--- config.mk ---
export PLATFORM = sky130hd
export DESIGN_NAME = vga_burst_fetch
export DESIGN_NICKNAME = d
export VERILOG_FILES = /design/src/rtl/vga_burst_fetch.sv
export SDC_FILE = /design/constraint.sdc
export NUM_CORES = 1
export LEC_CHECK = 0
export ABC_AREA = 1
export BUFFER_PORTS_ARGS = -buffer_cell sky130_fd_sc_hd__buf_2
export CORE_AREA = 2 2 259 325
export DETAILED_ROUTE_END_ITERATION = 10
export DIE_AREA = 0 0 261 327
export PLACE_DENSITY = 0.78
export SLEW_MARGIN = 20
export SYNTH_ARGS = -nofsm -noshare
export SYNTH_HDL_FRONTEND = slang
export SYNTH_SLANG_ARGS = --single-unit
--- constraint.sdc ---
create_clock -name Clk_25M -period 3.18 [get_ports Clk_25M]
set_clock_uncertainty 0.1 [all_clocks]
set_input_delay 0.636 -clock Clk_25M [delete_from_list [all_inputs] [get_ports Clk_25M]]
set_output_delay 0.636 -clock Clk_25M [all_outputs]
set_load 0.1 [all_outputs]
--- src/rtl/vga_burst_fetch.sv ---
// vga_burst_fetch: fetches the frame buffer in fixed-length bursts into a word
// FIFO and streams it out as RGB332 pixels, low byte first, one per PixEn.
module vga_burst_fetch #(
  parameter int ADDR_W          = 23,
  parameter int BURST_LEN       = 32,
  parameter int WORDS_PER_FRAME = 153600,
  parameter int FIFO_DEPTH      = 64,
  parameter int FRAME_BASE      = 0
) (
  input  logic              Clk_25M,
  input  logic              Rst,
  input  logic              FrameStart,
  input  logic              PixEn,
  output logic [7:0]        Pixel,
  output logic              burst_req,
  output logic [ADDR_W-1:0] burst_addr,
  input  logic              burst_ack,
  input  logic              rd_valid,
  input  logic [15:0]       rd_data,
  output logic              underflow
);
  localparam int PW = $clog2(FIFO_DEPTH);
  localparam int BW = $clog2(BURST_LEN);

  typedef enum logic [2:0] {IDLE, REQ, RECV, WAIT, DRAIN} state_t;
  state_t state, stateNext;

  logic [ADDR_W-1:0] fetched;
  logic [BW-1:0]     beatCnt;
  logic [15:0]       mem [FIFO_DEPTH];
  logic [PW-1:0]     wrPtr, rdPtr;
  logic [PW:0]       count, reserved, freeSpace;
  logic              byteSel, accept, lastBeat, spaceOk, frameDone;
  logic              fifoWr, fifoPop, haveWord;

  assign accept    = (state == REQ) && burst_ack;
  assign lastBeat  = rd_valid && (beatCnt == BW'(BURST_LEN - 1));
  // Slots still owed to the burst in flight count as occupied, so a new
  // request is only made when a whole burst is guaranteed to fit.
  assign reserved  = (state == RECV) ? ((PW+1)'(BURST_LEN) - (PW+1)'(beatCnt)) : '0;
  assign freeSpace = (PW+1)'(FIFO_DEPTH) - count - reserved;
  assign spaceOk   = freeSpace >= (PW+1)'(BURST_LEN);
  assign frameDone = fetched == ADDR_W'(WORDS_PER_FRAME);
  assign haveWord  = count != '0;
  // A FrameStart flush overrides any write or pop in the same cycle.
  assign fifoWr    = (state == RECV) && rd_valid && !FrameStart;
  assign fifoPop   = PixEn && haveWord && byteSel && !FrameStart;

  assign burst_req  = (state == REQ);
  assign burst_addr = burst_req ? ADDR_W'(FRAME_BASE) + fetched : '0;

  // State register.
  always_ff @(posedge Clk_25M) begin
    if (Rst) state <= IDLE;
    else     state <= stateNext;
  end

  // Next-state logic; FrameStart restarts the frame from any state.
  always_comb begin
    stateNext = state;
    unique case (state)
      IDLE:  if (FrameStart) stateNext = REQ;
      // An ack coinciding with FrameStart still commits the controller to a
      // full burst of stale data, so it must be drained.
      REQ:   if (burst_ack) stateNext = FrameStart ? DRAIN : RECV;
      RECV: begin
        if (lastBeat) begin
          if (FrameStart)     stateNext = REQ;
          else if (frameDone) stateNext = IDLE;
          else if (spaceOk)   stateNext = REQ;
          else                stateNext = WAIT;
        end else if (FrameStart) begin
          stateNext = DRAIN;
        end
      end
      WAIT:  if (FrameStart || spaceOk) stateNext = REQ;
      DRAIN: if (lastBeat) stateNext = REQ;
      default: stateNext = IDLE;
    endcase
  end

  // Burst bookkeeping: words requested this frame and beats of the current burst.
  always_ff @(posedge Clk_25M) begin
    if (Rst) begin
      fetched <= '0;
      beatCnt <= '0;
    end else begin
      if (FrameStart)  fetched <= '0;
      else if (accept) fetched <= fetched + ADDR_W'(BURST_LEN);
      if (accept)
        beatCnt <= '0;
      else if ((state == RECV || state == DRAIN) && rd_valid)
        beatCnt <= beatCnt + BW'(1);
    end
  end

  // FIFO storage, no reset needed.
  always_ff @(posedge Clk_25M) begin
    if (fifoWr) mem[wrPtr] <= rd_data;
  end

  // FIFO pointers and occupancy; pointers wrap naturally at the power-of-2 depth.
  always_ff @(posedge Clk_25M) begin
    if (Rst || FrameStart) begin
      wrPtr <= '0;
      rdPtr <= '0;
      count <= '0;
    end else begin
      if (fifoWr)  wrPtr <= wrPtr + PW'(1);
      if (fifoPop) rdPtr <= rdPtr + PW'(1);
      count <= count + (PW+1)'(fifoWr) - (PW+1)'(fifoPop);
    end
  end

  // Pixel output: byte unpack from the FIFO head, sticky underflow on empty.
  always_ff @(posedge Clk_25M) begin
    if (Rst) begin
      Pixel     <= 8'h00;
      byteSel   <= 1'b0;
      underflow <= 1'b0;
    end else begin
      if (PixEn) begin
        if (haveWord) begin
          Pixel <= byteSel ? mem[rdPtr][15:8] : mem[rdPtr][7:0];
        end else begin
          Pixel     <= 8'h00;
          underflow <= 1'b1;
        end
      end
      if (FrameStart)              byteSel <= 1'b0;
      else if (PixEn && haveWord)  byteSel <= ~byteSel;
    end
  end

endmodule

==> run_results.csv, run 1 <==
group,metric,value,unit
run_status,status,"finished, final reports clean",
grt,grt_max_degree,150,
sta,whs,0.0915,ns
route,routed_via_density,5.87,
logic_synthesis,yosys_warnings,0,
critical_path,cp_common_cell,"nor2_1",
grt,grt_pass1_wl,170000,um
route,postRouteAntennaNets,0,
logic_synthesis,synth_xor_xnor_area_share,0.00195,
die,die_y,327,um
hold_path,min_from,"Rst",
sta,setup_tns,0,ns
sta,slew_violations,0,
logic_synthesis,synthSimpleGateAreaFrac,0.233,
clocking,numCtsBuffers,93,
logic_synthesis,ys_ff_latch,1085,
placed_design,gp_congestion,0.952,
critical_path,critPathSlowestCell,"fa_2",
logic_synthesis,synth_top_family_by_area,"simple AND/OR/NAND/NOR gates",
clocking,clk_path_buf_depth,3,
sta,hold_viol,0,
clocking,root_buffer,"clkbuf_16",
cells_and_area,instances_no_fill,5187,
die,rows,118,
logic_synthesis,yosys_most_used_dff,"edfxtp_1",
die,top_level_ports,55,
critical_path,reg2reg_from,"count[3]$_SDFF_PP0_",
cells_and_area,antennaDiodeCount,0,
placed_design,portBuffers,49,
critical_path,critPathKind,"reg2reg",
route,wire_per_inst,21.8,um
critical_path,rr_endpoint,"count[6]$_SDFF_PP0_",
logic_synthesis,ys_seq_area_frac,0.712,
clocking,cts_tree,"yes",
critical_path,crit_chain,"inv_2 > ha_4 > nand2_2 > nor2_2 > nand3_2 > nand2_2 > nor2_4 > nand2_2 > inv_2 > ha_4 > inv_4 > ha_4 > inv_2 > fa_2 > nor2_1 > nor2_1 > nor2_1 > nor2_1 > nor2_1 > nor2_1 > o21bai_1 > o21ai_1 > a21oi_1",
logic_synthesis,synth-compound-area-share,0.00869,
logic_synthesis,synthMuxAreaShare,0,
run,cap_violations,0,
critical_path,slowest_delay,0.38,ns
route,routed_wl,113000,um
logic_synthesis,synth_top_area_cell,"edfxtp_1",
cells_and_area,drive_above_1_share,0.0933,
die,design.die.area,85300,um^2
placed_design,postPlaceCellArea,46700,um^2
die,core_area,82400,um^2
logic_synthesis,synth.most_common_cell,"nand2_1",
critical_path,path_buf_inv,4,
power_and_ir_drop,leakagePower,18.1,nW
sta,relSlewSlack,0.397,
sta,worst_pin_slew,0.904,ns
sta,setup_viol,0,
cells_and_area,layout-area-overhead-vs-synth,11.1,%
logic_synthesis,synth-edff-count,1024,
critical_path,cp-start-kind,"register",
hold_path,hold_class,"in2reg",
critical_path,crit_family,"simple AND/OR/NAND/NOR gates",
die,start_util,0.545,
route,drt_iter0_drc,3637,
route,drc_errors,0,
hold_path,min_path_cells,2,
critical_path,cp-end-kind,"register",
cells_and_area,fillerInstances,6099,
critical_path,cp_max_fo,3,
route,dr.pass1.iters,6,
critical_path,worst-r2r-cell-count,23,
placed_design,dp_hpwl,65800,um
logic_synthesis,syn-cell-area,44900,um^2
cells_and_area,stdcell_area,49900,um^2
sta,rsz0062_at_grt,"yes",
power_and_ir_drop,ir_worst_vdd,0.747,mV
logic_synthesis,syn_area_per_cell,11.3,um^2
logic_synthesis,syn-instance-count,3968,
route,dr_total_vias,30452,
placed_design,dp_cells,5017,
hold_path,worst_hold_path.endpoint,"state[1]$_SDFFE_PP0P_",
logic_synthesis,async_flop_share,0,
critical_path,rrSetupSlack,0.21,ns
power_and_ir_drop,powerDensity,562,nW/um^2
clocking,cts.reportedPaths.clkPinSlew,0.07,ns
power_and_ir_drop,power,0.0280,W
sta,period_share,0.935,
grt,grt_pass1_vias,29227,
critical_path,arrival,3.46,ns
clocking,cts.sinks,1085,
logic_synthesis,synth_cell_types,35,
die,die_x,261,um
logic_synthesis,synthAdderAreaFrac,0.00841,
clocking,clock_latency,0.68,ns
sta,timing.fmax,0.336,GHz
logic_synthesis,synthTopCellsByCount,"1384 x nand2_1, 1024 x edfxtp_1, 897 x nand3_1",
critical_path,cp.required,3.67,ns
grt,antenna_found_initial,1,
clocking,cts_max_level,3,
logic_synthesis,ys_top_cells_by_area,"edfxtp_1 68%, nand2_1 12%, nand3_1 10%",
cells_and_area,fin_nets,4087,
sta,period_minus_slack,2.97,ns
grt,track_usage,0.265,
logic_synthesis,netlist.area_leader.share,0.685,
grt,overflow,0,
## registers in the layout, indices dropped and copies added (netlist names), named ones only
signal,flops
rdPtr,6
Pixel,8
fetched,18
underflow,1
state,3
wrPtr,6
mem,1024
byteSel,1
beatCnt,5
count,7
## through the flow
step                 util  setup WS [ns]
floorplan               -          0.223
global placement    0.567         0.0536
detailed placement  0.567         0.0341
CTS                 0.604        0.00330
global route        0.606        -0.0414
finish              0.606          0.208
## routing by layer
layer  global-route usage  up-vias  share of wire
li1                     -    13901              -
met1                0.324    14520           0.35
met2                0.447     1718           0.50
met3               0.0481      311          0.097
met4                0.140        2          0.051
met5                    0        -       0.000089
## timing repair
action	4_1_cts	5_1_grt
hold buffers	0	0
endpoints found under the hold margin	0	0
gates resized for setup	0	26
setup endpoints to repair	0	5
setup buffers	0	4
## layout make-up
class                           instances  area, um^2  share of cell area
Inverter                               90         367             0.00735
Sequential cell                      1085       32000               0.641
Clock inverter                         50         617              0.0124
Timing Repair Buffer                  202        1690              0.0340
Multi-Input combinational cell       2564       11400               0.228
Clock buffer                          116        2490              0.0499
Tap cell                             1080        1350              0.0271
## worst register-to-register path, cell delays in order, from the launching register on
cell and delay [ns]:
dfxtp_2 0.33, inv_2 0.08, ha_4 0.13, nand2_2 0.04
nor2_2 0.11, nand3_2 0.08, nand2_2 0.11, nor2_4 0.05
nand2_2 0.06, inv_2 0.05, ha_4 0.24, inv_4 0.05
ha_4 0.12, inv_2 0.04, fa_2 0.38, nor2_1 0.10
nor2_1 0.04, nor2_1 0.14, nor2_1 0.06, nor2_1 0.14
nor2_1 0.06, o21bai_1 0.17, o21ai_1 0.09, a21oi_1 0.12
## cell families after synthesis
logic type / Yosys count
adders and majority gates: 29
DFF: 1085
and+or+nand+nor: 2445
other: 1
buffers and inverters: 323
xor gates and xnor gates: 10
AOI/OAI and AO/OA: 75
## where the power goes
part / total (W) / switching (W) / internal (W)
sequential: 0.0157 / 0.0000339 / 0.0156
clock: 0.0116 / 0.00495 / 0.00668
combinational: 0.000725 / 0.000583 / 0.000142
total: 0.0280 / 0.00557 / 0.0224
## cells in the final DEF (no fill, tap or decap), types with 2 or more instances in the layout
cell,synthesis,routed
inv_1,79,73
ha_4,0,3
buf_2,127,49
clkbuf_16,0,96
inv_2,8,11
dfxtp_1,61,52
dfxtp_4,0,3
inv_4,0,2
nand3_1,897,896
xnor2_1,3,3
buf_4,37,129
xor2_1,7,7
edfxtp_1,1024,1024
nor2_1,125,123
nor3_4,2,2
nand3_2,6,7
nor3_1,15,14
nand4_1,5,5
bufinv_16,0,14
o21ai_1,1,3
buf_12,0,24
inv_16,0,2
nor2_2,6,7
clkinv_1,2,21
nand2_2,0,3
a21oi_1,40,40
nand2_1,1384,1381
dfxtp_2,0,6
clkinv_2,0,9
o21ai_0,28,26
clkbuf_1,33,19
nor2_4,1,2
conb_1,1,5
o21a_1,4,4
clkinvlp_4,0,4
ha_1,27,24
## how the worst max path moves through the flow
stage | startpoint | end | slack [ns] | depth (start not counted)
5_1_grt | count[3]$_SDFF_PP0_ | count[6]$_SDFF_PP0_ | -0.04 | 23
3_5_place_dp | rd_valid | count[6]$_SDFF_PP0_ | 0.03 | 18
6_report | count[3]$_SDFF_PP0_ | count[6]$_SDFF_PP0_ | 0.21 | 23
3_3_place_gp | count[2]$_SDFF_PP0_ | count[6]$_SDFF_PP0_ | 0.05 | 23
4_1_cts | count[2]$_SDFF_PP0_ | count[6]$_SDFF_PP0_ | 0.003 | 23
2_1_floorplan | state[0]$_SDFFE_PP0P_ | burst_addr[12] | 0.22 | 4
(Power assumes the default switching activity.)
==> run 2: changes to the inputs <==
- ABC_AREA: 1 -> not set
- CORE_AREA: 2 2 259 325 -> 2 2 256 321
- DIE_AREA: 0 0 261 327 -> 0 0 258 323
- PLACE_DENSITY: 0.78 -> 0.77
==> run 2 against run 1 <==
Net effect: synthesized cell count shrank 41%; clock-buffer cell count grew 1; register-to-register slack lost 0.10 ns; total power grew 0.63%; sequential share of layout area grew 0.15 points; first-iteration DRC count shrank 33%; maximum frequency shrank 3.3%; final cell count shrank 29%; routed wire length shrank 7.0%; non-clock buffer count grew 51; clock power grew 4%; critical endpoint is now Pixel[6]$_SDFFE_PP0P_; largest power group unchanged.
==> run_results.csv, run 2 <==
group,metric,value,unit
run_status,status,"finished, final reports clean",
critical_path,rr_endpoint,"Pixel[6]$_SDFFE_PP0P_",
logic_synthesis,synth_xor_xnor_area_share,0.00702,
placed_design,gp_congestion,0.959,
cells_and_area,fillerInstances,5300,
cells_and_area,drive_above_1_share,0.213,
logic_synthesis,yosys_most_used_dff,"edfxtp_1",
grt,antenna_found_initial,2,
sta,relSlewSlack,0.404,
critical_path,cp_max_fo,36,
power_and_ir_drop,ir_worst_vdd,0.426,mV
logic_synthesis,synth_top_area_cell,"edfxtp_1",
clocking,cts_max_level,3,
critical_path,arrival,3.56,ns
logic_synthesis,synthMuxAreaShare,0.142,
placed_design,pre_cts_ws,-0.0974,ns
die,top_level_ports,55,
critical_path,cp-end-kind,"register",
logic_synthesis,syn-instance-count,2331,
die,rows,117,
clocking,cts_tree,"yes",
grt,overflow,0,
cells_and_area,layout_common_cells,"1024 x edfxtp_1, 288 x mux2i_1, 172 x buf_4, 118 x nor2_1, 104 x clkbuf_16",
sta,fin_ws,0.106,ns
sta,hold_viol,0,
logic_synthesis,synth_cell_types,68,
logic_synthesis,synthTopCellsByCount,"1024 x edfxtp_1, 288 x mux2i_1, 120 x nor2_1",
critical_path,critPathSlowestCell,"dfxtp_4",
logic_synthesis,netlist.area_leader.share,0.704,
die,design.die.area,83300,um^2
critical_path,rrSetupSlack,0.11,ns
cells_and_area,layout-area-overhead-vs-synth,14.0,%
power_and_ir_drop,powerDensity,566,nW/um^2
logic_synthesis,ys_seq_area_frac,0.732,
sta,setup_tns,0,ns
grt,track_usage,0.254,
route,wire_per_inst,28.3,um
critical_path,critPathKind,"reg2reg",
grt,grt_pass1_vias,23767,
grt,grt_pass1_wl,155000,um
route,routed_wl,105000,um
clocking,clk_path_buf_depth,3,
sta,slew_violations,0,
logic_synthesis,synthAdderAreaFrac,0.00865,
hold_path,min_path_cells,1,
die,start_util,0.541,
cells_and_area,fin_nets,2605,
route,dr_total_vias,23312,
logic_synthesis,synth_top_family_by_area,"multiplexers",
critical_path,cp.required,3.66,ns
sta,timing.fmax,0.325,GHz
critical_path,cp-start-kind,"register",
logic_synthesis,yosys_warnings,0,
power_and_ir_drop,power,0.0282,W
cells_and_area,layout_commonest_cell,"edfxtp_1",
logic_synthesis,ys_ff_latch,1085,
route,drt_iter0_drc,2453,
die,die_x,258,um
critical_path,cp_common_cell,"buf_12",
sta,period_minus_slack,3.07,ns
clocking,root_buffer,"clkbuf_16",
logic_synthesis,synth-edff-count,1024,
clocking,cts.sinks,1085,
clocking,numCtsBuffers,98,
logic_synthesis,synthSimpleGateAreaFrac,0.0334,
cells_and_area,register_area,32000,um^2
clocking,cts.reportedPaths.clkPinSlew,0.06,ns
cells_and_area,largest_reg_flops,1024,
die,core_area,80700,um^2
placed_design,dp_hpwl,63200,um
placed_design,dp_cells,3522,
cells_and_area,multi_input_area,10600,um^2
placed_design,portBuffers,49,
logic_synthesis,syn_area_per_cell,18.7,um^2
sta,worst_pin_slew,0.894,ns
sta,whs,0.203,ns
critical_path,crit_chain,"buf_12 > buf_12 > mux2i_1 > a22o_1 > a221oi_1 > o22ai_1 > a2111oi_0 > buf_4 > nor3_1 > a21oi_1",
route,drc_errors,0,
route,postRouteAntennaNets,0,
sta,period_share,0.967,
critical_path,crit_family,"compound AO/OA/AOI/OAI gates",
hold_path,worst_hold_path.endpoint,"mem[11][10]$_DFFE_PP_",
critical_path,worst-r2r-cell-count,10,
cells_and_area,instances_no_fill,3707,
hold_path,hold_class,"in2reg",
logic_synthesis,async_flop_share,0,
grt,grt_max_degree,65,
sta,rsz0062_at_grt,"yes",
cells_and_area,top_register,"mem",
critical_path,worst-path-stages,10,
logic_synthesis,ys_top_cells_by_area,"edfxtp_1 70%, mux2i_1 6.6%, mux4_2 4.5%",
logic_synthesis,syn-cell-area,43700,um^2
power_and_ir_drop,leakagePower,15.5,nW
hold_path,min_from,"rd_data[10]",
cells_and_area,reg.largest.list,"mem: 1024 flops, fetched: 18 flops, Pixel: 8 flops",
sta,setup_viol,0,
critical_path,path_buf_inv,3,
logic_synthesis,synth-compound-area-share,0.0483,
logic_synthesis,synth.most_common_cell,"edfxtp_1",
critical_path,slowest_delay,0.48,ns
route,routed_via_density,6.29,
die,die_y,323,um
clocking,clock_latency,0.67,ns
run,cap_violations,0,
route,dr.pass1.iters,6,
[run 2: kinds of logic (layout without fill, tap and decap cells)]
family,count (synthesis),count (layout)
DFF,1085,1085
muxes,439,439
and+or+nand+nor,301,301
AOI/OAI and AO/OA,282,282
buffers and inverters,159,458
xor gates and xnor gates,35,35
adders and majority gates,29,29
other,1,7
[run 2: per-stage QoR]
stage           util  cell area (um^2)
5_1_grt        0.617             49800
3_5_place_dp   0.574             46300
2_1_floorplan      -             43700
4_1_cts        0.616             49700
6_report       0.617             49800
3_3_place_gp   0.574             46300
[run 2: report_power, final]
part	internal [W]	total, W	switching [W]	leakage (nW)
logic	0.0000862	0.000465	0.000379	4.20
clock network	0.00703	0.0121	0.00508	1.62
registers	0.0156	0.0156	0.00000784	9.70
[run 2: timing repair]
action,4_1_cts,5_1_grt
hold buffers,0,0
pin swaps,0,10
setup buffers,0,3
endpoints found under the setup margin,3,6
gates resized for setup,2,28
[run 2: metal layers]
layer	vias up	global-route usage	routed length, um
met1	11827	0.323	37400
met5	-	0	11
met3	272	0.0485	10200
met2	1340	0.419	51700
li1	9871	-	-
met4	2	0.134	5670
[run 2: final cells by class]
cell class | instances | share of cell area
multi-input combinational | 1091 | 0.213
timing repair buffer | 253 | 0.0495
inverter | 25 | 0.00188
sequential | 1085 | 0.643
clock inverter | 63 | 0.0128
clock buffer | 117 | 0.0537
antenna | 2 | 0.000101
tap | 1071 | 0.0269
[run 2: how the worst max path moves through the flow]
stage,to,slack (ns),startpoint
CTS,count[6]$_SDFF_PP0_,0.03,state[1]$_SDFFE_PP0P_
global placement,count[6]$_SDFF_PP0_,-0.07,rd_valid
finish,Pixel[6]$_SDFFE_PP0P_,0.11,register
detailed placement,count[6]$_SDFF_PP0_,-0.1,count[2]$_SDFF_PP0_
global route,count[6]$_SDFF_PP0_,-0.10,count[3]$_SDFF_PP0_
floorplan,count[6]$_SDFF_PP0_,0.14,FrameStart
